**config.mk**
```make
export PLATFORM = sky130hd
export DESIGN_NAME = mdiv_host_seq
export DESIGN_NICKNAME = d
export VERILOG_FILES = /design/src/rtl/mdiv_host_seq.sv
export SDC_FILE = /design/constraint.sdc
export NUM_CORES = 2
export LEC_CHECK = 0
export BUFFER_PORTS_ARGS = -buffer_cell sky130_fd_sc_hd__buf_4
export CAP_MARGIN = 10
export CORE_AREA = 2 2 432 434
export CTS_CLUSTER_DIAMETER = 100
export DETAILED_ROUTE_END_ITERATION = 7
export DIE_AREA = 0 0 434 436
export GPL_TIMING_DRIVEN = 0
export PLACE_DENSITY_LB_ADDON = 0.1
export SLEW_MARGIN = 20
export SYNTH_ARGS = -nofsm -noshare
export SYNTH_HDL_FRONTEND = slang
export SYNTH_SLANG_ARGS = --single-unit
export TNS_END_PERCENT = 100
```
**constraint.sdc**
```tcl
create_clock -name clk -period 45.6 [get_ports clk]
set_clock_uncertainty 0.05 [all_clocks]
set_input_delay 11.4 -clock clk [delete_from_list [all_inputs] [get_ports clk]]
set_output_delay 11.4 -clock clk [all_outputs]
set_load 0.02 [all_outputs]
```
**src/rtl/mdiv_host_seq.sv**
```systemverilog
// Host-side sequencer for the 256-bit modular inverse/division core: loads p/a/b
// word-serially, starts the core, waits for done, then drains the result words.
module mdiv_host_seq #(
   parameter int DW      = 32,
   parameter int NW      = 8,
   parameter int TIMEOUT = 65535
) (
   input  logic             clk,
   input  logic             rst,
   input  logic             req_valid,
   output logic             req_ready,
   input  logic             req_mode,
   input  logic [DW*NW-1:0] req_p,
   input  logic [DW*NW-1:0] req_a,
   input  logic [DW*NW-1:0] req_b,
   output logic             res_valid,
   input  logic             res_ready,
   output logic [DW*NW-1:0] res_data,
   output logic             res_err,
   output logic             busy,
   output logic [DW-1:0]    datain,
   output logic             loadp,
   output logic             loada,
   output logic             loadb,
   output logic             minv_mdiv,
   output logic             minv_mdiv_en,
   input  logic             minv_mdiv_rdy,
   input  logic [DW-1:0]    result_out,
   input  logic             out_valid,
   output logic             out_ready
);

   localparam int CW = (NW > 1) ? $clog2(NW) : 1;
   localparam int TW = $clog2(TIMEOUT + 1);

   typedef enum logic [2:0] {
      S_IDLE, S_LDP, S_LDA, S_LDB, S_START, S_WAIT, S_READ, S_RESP
   } state_t;

   state_t           state, state_nxt;
   logic [CW-1:0]    cnt;
   logic [TW-1:0]    tcnt;
   logic [DW*NW-1:0] p_q, a_q, b_q;
   logic             mode_q;
   logic             last_word, rdy_ok, tmo_hit;

   assign last_word = (cnt == CW'(NW - 1));
   // the first WAIT cycle (tcnt==0) still sees the core's stale done flag
   assign rdy_ok    = minv_mdiv_rdy && (tcnt != '0);
   assign tmo_hit   = (tcnt == TW'(TIMEOUT - 1));
   assign minv_mdiv = mode_q;

   always_ff @(posedge clk or posedge rst) begin
      if (rst) state <= S_IDLE;
      else     state <= state_nxt;
   end

   always_comb begin
      state_nxt    = state;
      req_ready    = 1'b0;
      busy         = 1'b1;
      loadp        = 1'b0;
      loada        = 1'b0;
      loadb        = 1'b0;
      datain       = '0;
      minv_mdiv_en = 1'b0;
      out_ready    = 1'b0;
      res_valid    = 1'b0;
      case (state)
         S_IDLE: begin
            req_ready = 1'b1;
            busy      = 1'b0;
            if (req_valid) state_nxt = S_LDP;
         end
         S_LDP: begin
            loadp  = 1'b1;
            datain = p_q[cnt*DW +: DW];
            if (last_word) state_nxt = S_LDA;
         end
         S_LDA: begin
            loada  = 1'b1;
            datain = a_q[cnt*DW +: DW];
            if (last_word) state_nxt = mode_q ? S_START : S_LDB;
         end
         S_LDB: begin
            loadb  = 1'b1;
            datain = b_q[cnt*DW +: DW];
            if (last_word) state_nxt = S_START;
         end
         S_START: begin
            minv_mdiv_en = 1'b1;
            state_nxt    = S_WAIT;
         end
         S_WAIT: begin
            if (rdy_ok)       state_nxt = S_READ;
            else if (tmo_hit) state_nxt = S_RESP;
         end
         S_READ: begin
            out_ready = 1'b1;
            if (out_valid && last_word) state_nxt = S_RESP;
         end
         S_RESP: begin
            res_valid = 1'b1;
            if (res_ready) state_nxt = S_IDLE;
         end
         default: state_nxt = S_IDLE;
      endcase
   end

   always_ff @(posedge clk or posedge rst) begin
      if (rst) begin
         cnt      <= '0;
         tcnt     <= '0;
         p_q      <= '0;
         a_q      <= '0;
         b_q      <= '0;
         mode_q   <= 1'b0;
         res_data <= '0;
         res_err  <= 1'b0;
      end else begin
         case (state)
            S_IDLE: if (req_valid) begin
               p_q      <= req_p;
               a_q      <= req_a;
               b_q      <= req_b;
               mode_q   <= req_mode;
               res_data <= '0;
               res_err  <= 1'b0;
            end
            S_LDP, S_LDA, S_LDB: cnt <= last_word ? '0 : cnt + 1'b1;
            S_START: tcnt <= '0;
            S_WAIT: begin
               tcnt <= tcnt + 1'b1;
               if (!rdy_ok && tmo_hit) begin
                  res_err  <= 1'b1;
                  res_data <= '0;
               end
            end
            S_READ: if (out_valid) begin
               res_data[cnt*DW +: DW] <= result_out;
               cnt <= last_word ? '0 : cnt + 1'b1;
            end
            default: ;
         endcase
      end
   end

endmodule

```
==> results.yml <==
outcome:
  status: "finished with violations"
  violations: "design-rule violations"
synthesis:
  seq_area_frac_synth_pct: 56.9
  yosys.area.top_type: "dfrtp_1"
  synth_compound_area_share_pct: 10.6
  synth_top_family_by_area: "multiplexers"
  muxShareOfSynthArea_pct: 24.9
  ys.flop_type: "dfrtp_1"
  synth_top_area_share_pct: 56.9
  synth_nets: 4162
  synthAdderAreaFrac_pct: 0.272
  synth_xor_xnor_area_share_pct: 0
  synth-edff-count: 0
  syn_inst: 3345
  yosys_warnings: 0
  synthesis.area_sq_mm: 0.0461
  yosys-top-cells-area: "dfrtp_1 57%, mux2_2 19%, a22o_1 4.4%, mux2i_1 3.1%, mux4_2 2.4%"
  synth_cell_types: 79
  async_flop_share_pct: 100
  synth-seq-cells: 1048
  synth_simple_gate_area_share_pct: 4.02
  synth_area_per_cell_sq_um: 13.8
clocking:
  ctsResizeCount: 0
  cts_max_path_buffers: 3
  hold_buffers: 0
  clk_latency_ns: 0.81
  numCtsBuffers: 135
  cts_tree: "done"
  root_buffer: "clkbuf_16"
  post_cts_buffers: 0
  cts.sink_count: 1048
  htreeDepth: 4
  cts.clk_slew.worst_paths_ns: 0.06
timing:
  slew_violations: 0
  setup_slack_ns: 28.86
  finalSetupViolations: 0
  period_needed_ns: 16.74
  finalSetupTns_ns: 0
  fin_crit_sh_pct: 36.7
  max_freq_ghz: 0.0597
  timing.hold.ws_ns: 0.443
  worst_pin_slew_ns: 1.23
  rsz0062_at_grt: "no"
  max_slew_margin_pct: 17.7
  hold_viol: 0
placed_design:
  dp_slack_ns: 29.59
  post_dp_cell_area_sq_mm: 0.0577
  dp_hpwl_mm: 209
  io_buffers: 1072
  gp_congestion: 0.870
power:
  seqPwrFrac_pct: 32.7
  p_sw_share_pct: 41.1
  switching_power_uw: 1880
  ir_drop_v: 0.0000403
  power_density_mw_per_mm2: 73.6
  combPwrFrac_pct: 43.3
  total_power_uw: 4580
  internal_power_uw: 2690
  clockPowerShare_pct: 24.0
  p_leak_uw: 0.0281
critical_path:
  critPathMaxFanout: 10
  critPathLaunchType: "flop"
  endpoint_kind: "primary output"
  required_ns: 34.15
  reg2reg_slack_ns: 40.07
  arrival_ns: 5.29
  path_class: "flop to primary output"
global_route:
  track_usage_pct: 27.1
  grt_pass1_vias: 36600
  grt_pass1_wl_mm: 343
  grt_max_degree: 95
  grt-ovfl-total: 0
  antenna_found_initial: 115
final_layout:
  drive_gt1_share_pct: 49.9
  syn2layout_area_growth_pct: 35.0
  final_nets: 5387
  design_area_sq_mm: 0.0622
  fillers: 18800
floorplan:
  rows: 158
  die_area_sq_mm: 0.189
  die_w_microns: 434
  die_y_microns: 436
  initial_core_util_pct: 25.0
  io_pins: 1105
  coreArea_sq_mm: 0.185
routing:
  postRouteAntennaNets: 0
  vias: 35800
  wl_met2_mm: 137
  wl_met3_mm: 17.4
  via_per_inst: 4.98
  routed.top_layer: "met5"
  drc: 2
  drt-pass1-iter-count: 8
  drt-total-wl_mm: 262
  wire_per_inst_microns: 36.4
  drt-met1-wl_mm: 96.3
  drtIter0Drc: 2461
worst_hold_path:
  hp-class: "flop to flop"
run:
  maxCapViolCount: 0
==> layout make-up <==
class                           instances  area [sq um]  area share, %
Sequential cell                      1048         26200           42.2
Multi-Input combinational cell       1970         18400           29.5
Timing Repair Buffer                 1088          8420           13.5
Clock buffer                          202          4000           6.44
Tap cell                             2480          3100           4.99
Buffer                                285          1370           2.21
Clock inverter                         30           420          0.676
Inverter                               42           166          0.268
Antenna cell                           49           123          0.197
==> final timing paths <==
path / startpoint / end / cells after the start
setup / recovery: state[0] / datain[6] / 9
hold / removal: res_data[166] / res_data[166] / 1
setup reg to reg: cnt[1] / res_data[136] / 13
hold reg to reg: res_data[166] / res_data[166] / 1
max in group asynchronous: rst / p_q[240] / 6
min in group asynchronous: rst / res_data[11] / 2
==> registers in the layout, summed over array words and instances, names as in the netlist <==
name,count
b_q,256
a_q,256
p_q,256
state,3
tcnt,16
minv_mdiv,1
res_err,1
res_data,256
cnt,3
==> per-stage QoR <==
| step | utilization, % | cells |
|---|---|---|
| after CTS | 33.6 | 7145 |
| after detailed placement | 31.2 | 6913 |
| after global routing | 33.7 | 7179 |
| after global placement | 31.0 | 6897 |
| after floorplan | - | 3345 |
| final | 33.7 | 7194 |
==> placed cells by master, fill, tap and decap left out, types with 10 or more instances in the layout <==
cell	n
buf_4	1096
dfrtp_1	1048
mux2_2	792
a22o_1	233
nand2_1	162
mux2i_1	144
clkbuf_16	138
buf_2	130
clkbuf_1	117
o21ai_0	55
nor2_1	54
mux4_2	50
diode_2	49
inv_1	37
buf_1	36
nand3_1	34
o22ai_1	33
a21oi_1	32
o221ai_1	31
clkbuf_8	31
a211oi_1	28
a22oi_1	26
o211ai_1	25
nor3_1	22
a32oi_1	18
a221oi_1	16
a32o_1	16
and3_1	15
a2111oi_0	13
buf_16	13
clkinv_2	12
a211o_1	10
ha_1	10
==> kinds of logic (layout without fill, tap and decap cells) <==
kind of cell | after synthesis | in the layout
compound gates | 606 | 606
mux | 986 | 986
fa+ha+maj | 10 | 10
flops | 1048 | 1048
other cells | 0 | 49
simple gates | 368 | 368
buf+inv | 327 | 1647
==> critical path, cell delays in order, from the launching register on <==
cell	delay [ns]
dfrtp_1	0.32
buf_4	0.22
buf_4	0.22
nand3b_1	0.58
inv_1	0.65
buf_2	0.38
clkbuf_1	0.64
o211ai_1	0.60
a221oi_1	0.60
buf_4	0.25
==> synth_stat cells (9+ instances only) <==
master and count:
a22o_1 233, a221oi_1 16, mux2_2 792, mux4_2 50
a32o_1 16, o221ai_1 31, o21ai_0 55, buf_1 37
and4b_1 9, clkbuf_1 93, nor2b_1 9, inv_1 38
ha_1 10, a2111oi_0 16, o211ai_1 25, nand2_1 162
a211oi_1 28, nor2_1 55, and3_1 15, mux2i_1 144
nand3_1 34, a32oi_1 18, buf_4 23, a22oi_1 26
nor3_1 24, a211o_1 10, buf_2 127, dfrtp_1 1048
nor4bb_1 9, a21oi_1 32, o22ai_1 33
==> metal layers <==
metal	global-route usage, %	up-vias
met5	0	-
met4	11.2	64
met3	7.13	418
met2	48.8	1323
met1	30.0	18900
li1	-	15100
==> power groups by stage <==
| stage | logic [uW] | registers [uW] | clock network, uW |
|---|---|---|---|
| floorplan | 1090 | 1440 | 0 |
| global placement | 1980 | 1520 | 0 |
| detailed placement | 2000 | 1510 | 0 |
| CTS | 2000 | 1500 | 1120 |
| global route | 2060 | 1540 | 1160 |
| finish | 1980 | 1500 | 1100 |
(Power assumes the default switching activity.)
